## config.mk

```make
export PLATFORM = sky130hd
export DESIGN_NAME = irq_ctrl
export DESIGN_NICKNAME = d
export VERILOG_FILES = /design/src/rtl/irq_ctrl.sv
export SDC_FILE = /design/constraint.sdc
export NUM_CORES = 1
export LEC_CHECK = 0
export CAP_MARGIN = 25
export CORE_ASPECT_RATIO = 0.9
export CORE_MARGIN = 5
export CORE_UTILIZATION = 45
export CTS_CLUSTER_DIAMETER = 100
export DETAILED_ROUTE_END_ITERATION = 16
export PLACE_DENSITY_LB_ADDON = 0.25
export SLEW_MARGIN = 5
export SYNTH_ARGS = -nofsm -noshare
export SYNTH_HDL_FRONTEND = slang
export SYNTH_SLANG_ARGS = --single-unit
export TNS_END_PERCENT = 1
```

## constraint.sdc

```tcl
create_clock -name clk -period 1.9 [get_ports clk]
set_input_delay 0.285 -clock clk [delete_from_list [all_inputs] [get_ports clk]]
set_output_delay 0.285 -clock clk [all_outputs]
set_load 0.05 [all_outputs]
```

## src/rtl/irq_ctrl.sv

```systemverilog
`default_nettype none
// ============================================================================
// Module      : irq_ctrl
// Description : Interrupt request controller. Synchronises external lines,
//               latches rising edges as pending, applies a mask, and drives a
//               single prioritised request through the irq/iack handshake.
// Revision    : 1.0 - initial release
// ============================================================================
module irq_ctrl #(
  parameter int NSRC    = 8,
  parameter int CAUSE_W = 3
) (
  input  logic               clk,
  input  logic               rst,
  input  logic [NSRC-1:0]    irq_src,
  input  logic               mask_wr,
  input  logic [NSRC-1:0]    mask_din,
  input  logic               clr_wr,
  input  logic [NSRC-1:0]    clr_din,
  input  logic               iack,
  output logic               irq,
  output logic [CAUSE_W-1:0] irq_cause,
  output logic [NSRC-1:0]    mask_q,
  output logic [NSRC-1:0]    pend_q
);

  localparam logic [1:0] IDLE = 2'd0;
  localparam logic [1:0] REQ  = 2'd1;
  localparam logic [1:0] SERV = 2'd2;

  logic [1:0]         state;
  logic [NSRC-1:0]    sync1;
  logic [NSRC-1:0]    sync2;
  logic [NSRC-1:0]    sync3;
  logic               iack_d;
  logic [NSRC-1:0]    src_edge;
  logic [NSRC-1:0]    enabled;
  logic [NSRC-1:0]    pend_next;
  logic [CAUSE_W-1:0] sel_idx;
  logic               any_en;
  logic               ack_fire;

  // sync1/sync2 resolve metastability; sync3 is the one-cycle-old copy for edge detect
  assign src_edge = sync2 & ~sync3;
  assign enabled  = pend_q & mask_q;
  assign any_en   = |enabled;
  // only an iack rising edge while a request is outstanding counts as an acknowledge
  assign ack_fire = (state == REQ) & iack & ~iack_d;

  // Three-stage input synchroniser / edge history for every source
  always_ff @(posedge clk or posedge rst) begin
    if (rst) begin
      sync1 <= '0;
      sync2 <= '0;
      sync3 <= '0;
    end else begin
      sync1 <= irq_src;
      sync2 <= sync1;
      sync3 <= sync2;
    end
  end

  // Delayed iack for rising/falling detection
  always_ff @(posedge clk or posedge rst) begin
    if (rst) iack_d <= 1'b0;
    else     iack_d <= iack;
  end

  // Pending next-state: new edge beats W1C, which beats the acknowledge clear
  always_comb begin
    pend_next = pend_q;
    for (int i = 0; i < NSRC; i++) begin
      if (src_edge[i])
        pend_next[i] = 1'b1;
      else if (clr_wr && clr_din[i])
        pend_next[i] = 1'b0;
      else if (ack_fire && (irq_cause == CAUSE_W'(i)))
        pend_next[i] = 1'b0;
    end
  end

  // Pending and mask registers
  always_ff @(posedge clk or posedge rst) begin
    if (rst) begin
      pend_q <= '0;
      mask_q <= '0;
    end else begin
      pend_q <= pend_next;
      if (mask_wr) mask_q <= mask_din;
    end
  end

  // Lowest enabled index wins; scanning downward leaves the lowest one last
  always_comb begin
    sel_idx = '0;
    for (int i = NSRC - 1; i >= 0; i--) begin
      if (enabled[i]) sel_idx = CAUSE_W'(i);
    end
  end

  // Handshake FSM: irq is registered and only high while in REQ
  always_ff @(posedge clk or posedge rst) begin
    if (rst) begin
      state     <= IDLE;
      irq       <= 1'b0;
      irq_cause <= '0;
    end else begin
      case (state)
        IDLE: begin
          if (any_en) begin
            state     <= REQ;
            irq       <= 1'b1;
            irq_cause <= sel_idx;
          end
        end
        REQ: begin
          // request is never withdrawn; only an acknowledge moves on
          if (ack_fire) begin
            state <= SERV;
            irq   <= 1'b0;
          end
        end
        SERV: begin
          // iack low covers both a normal return and an ack pulse too short to see fall
          if (!iack) state <= IDLE;
        end
        default: begin
          state <= IDLE;
          irq   <= 1'b0;
        end
      endcase
    end
  end

endmodule
`default_nettype wire

```

==> results.sh <==
export IMPL_critical_path_cell_chain="clkdlybuf4s50_1"
export IMPL_fill_cells=276
export IMPL_path_buf_inv=1
export IMPL_grt_usage_pct=16.2
export IMPL_ys_flop_type="dfrtp_1"
export IMPL_area_growth_pct=37.7
export IMPL_setup_viol_count_final=0
export IMPL_dr_first_iter_drc_count=85
export IMPL_start_util_pct=45.7
export IMPL_yosysMostFrequentCell="dfrtp_1"
export IMPL_grt_max_degree=19
export IMPL_final_hold_violation_count=0
export IMPL_cts_max_level=2
export IMPL_drive_above_1_share_pct=13.6
export IMPL_gp_routability_congestion=0.779
export IMPL_holdCritPathClass="primary input to async pin"
export IMPL_grt_pass1_vias=1231
export IMPL_finClkSkew_ns=0.00721
export IMPL_synthCells=128
export IMPL_hpwlAfterDp_mm=2.75
export IMPL_cts_resized=0
export IMPL_cts_root_buf="clkbuf_8"
export IMPL_cts_inserted_buffers=5
export IMPL_drc=0
export IMPL_timing_fmax_mhz=541
export IMPL_dieWidth_um=74.5
export IMPL_yosys_register_bits=47
export IMPL_crit_path_end_kind="output pin"
export IMPL_fin_hold_ws_ns=0.269
export IMPL_arrival_ns=1.56
export IMPL_clock_path_buffers=2
export IMPL_clk_latency_ns=0.30
export IMPL_path_class="flop to output pin"
export IMPL_synth_fp_nets=157
export IMPL_timing_final_crit_share_pct=97.3
export IMPL_grt_antenna_before_repair=0
export IMPL_synthTopCellsByArea="dfrtp_1, mux2_2, nand2_1, o21ai_0, o211ai_1"
export IMPL_postCtsHoldBufs=0
export IMPL_numPortBuffers=48
export IMPL_leakagePower_uw=0.00101
export IMPL_antenna_cells=0
export IMPL_vias=1161
export IMPL_cts_sinks=47
export IMPL_fin_setup_tns_ns=0
export IMPL_synth_edf_count=0
export IMPL_wl_per_cell_um=15.3
export IMPL_synthTopCellsByCount="dfrtp_1, nand2_1, inv_1, o21ai_0, mux2_2"
export IMPL_cellPowerDensity_nw_per_um2=1180
export IMPL_postCtsSetupBuffers=0
export IMPL_ys_types=23
export IMPL_wirelength_mm=3.51
export IMPL_cpLargestDelayFamily="buffers and inverters"
export IMPL_ant_nets=0
export IMPL_fin_nets=212
export IMPL_pin_count=49
export IMPL_overflow=0
export IMPL_rsz0062_at_grt="false"
export IMPL_maxSlewHeadroom_pct=64.8
export IMPL_die_h_um=68.0
export IMPL_path_max_fanout=4
export IMPL_die_area_um2=5060
export IMPL_p_int_uw=1740
export IMPL_tightest_slew_ns=0.526
export IMPL_clk_pin_slew_ns=0.09
export IMPL_std_cell_rows=21
export IMPL_cts_tree="done"
export IMPL_synthArstFlopShare_pct=100
export IMPL_synth_top_area_cell="dfrtp_1"
export IMPL_combPwrFrac_pct=31.7
export IMPL_start_kind="flop"
export IMPL_swShare_pct=36.4
export IMPL_crit_path_top_delay_cell="clkdlybuf4s50_1"
export IMPL_yosysSeqAreaShare_pct=69.9
export IMPL_synth_top_area_share_pct=69.9
export IMPL_critPathMaxStageDelay_ns=0.83
export IMPL_ys_warn_count=0
export IMPL_status="finished clean"
export IMPL_fin_crit_ns=1.85
export IMPL_pwr_share_clk_pct=21.7
export IMPL_total_power_uw=2740
export IMPL_syn_area_um2=1680
export IMPL_avgSynthCellArea_um2=13.1
export IMPL_crit_required_ns=1.62
export IMPL_seq_power_share_pct=46.6
export IMPL_ir_worst_vdd_v=0.000579
export IMPL_grt_pass1_wl_mm=5.76
export IMPL_via_per_inst=5.05
export IMPL_postLayoutCoreUtil_pct=63.0
export IMPL_cap_violations=0
export IMPL_finalMaxSlewViolations=0
export IMPL_p_sw_uw=996
export IMPL_firstDrtPassIters=4
export IMPL_fp_coreArea_um2=3680
metrics by stage:
stage          instance area (um^2)  std cells  worst slack [ns]
2_1_floorplan                  1680        128             0.295
5_1_grt                        2320        230          0.000122
3_3_place_gp                   2220        222             0.168
4_1_cts                        2310        230            0.0320
3_5_place_dp                   2220        222           -0.0854
6_report                       2320        230            0.0520
power groups by stage:
stage / clock, uW / sequential (uW) / combinational (uW)
after floorplan: 0 / 1560 / 279
after global placement: 0 / 1290 / 853
after detailed placement: 0 / 1290 / 873
after CTS: 619 / 1270 / 874
after global routing: 652 / 1300 / 929
final: 594 / 1270 / 866
state kept, by name, indices dropped and copies added (netlist names):
register / count
iack_d: 1
irq: 1
irq_cause: 3
mask_q: 8
pend_q: 8
state: 2
sync1: 8
sync2: 8
sync3: 8
final cells by class:
cell class	instances	area, um^2	area share [%]
multi-input combinational	69	462	19.9
tap	46	57.6	2.48
inverter	10	37.5	1.62
sequential	47	1180	50.8
clock buffer	5	68.8	2.97
clock inverter	3	22.5	0.972
timing repair buffer	50	493	21.3
path summary, 6_finish.rpt:
kind / slack, ns / startpoint / endpoint / cells past startpoint
min in group clk: 0.35 / sync1[1]$_DFF_PP0_ / sync2[1]$_DFF_PP0_ / 0
setup / recovery: 0.05 / pend_q[3]$_DFFE_PP0P_ / pend_q[3] / 1
setup reg to reg: 0.36 / iack_d$_DFF_PP0_ / pend_q[1]$_DFFE_PP0P_ / 4
hold / removal: 0.27 / rst / sync1[1]$_DFF_PP0_ / 2
max in group asynchronous: 1.07 / rst / mask_q[5]$_DFFE_PP0P_ / 3
hold reg to reg: 0.35 / sync1[1]$_DFF_PP0_ / sync2[1]$_DFF_PP0_ / 0
layout by cell type (no fill, tap or decap), types with 4 or more instances in the layout:
cell              n
dfrtp_1          47
clkdlybuf4s50_1  45
o21ai_0          10
clkbuf_8          5
o211ai_1          6
a21oi_1           4
mux2_2            8
a22oi_1           4
inv_1             9
buf_4             4
nand2_1          16
metal layers:
layer | track usage (%) | vias up | wire length (um)
li1 | - | 554 | -
met1 | 17.6 | 563 | 1350
met2 | 27.7 | 39 | 1800
met3 | 5.87 | 5 | 305
met4 | 8.22 | 0 | 49
met5 | 0 | - | 0
logic make-up (layout without fill, tap and decap cells):
kind of cell | after synthesis | after routing | share of synthesized area, %
compound gates | 33 | 33 | 13.7
buf+inv | 12 | 68 | 2.68
flops | 47 | 47 | 69.9
mux | 10 | 10 | 6.84
simple gates | 26 | 26 | 6.91
Note: power is estimated with default switching activity, not from simulation.
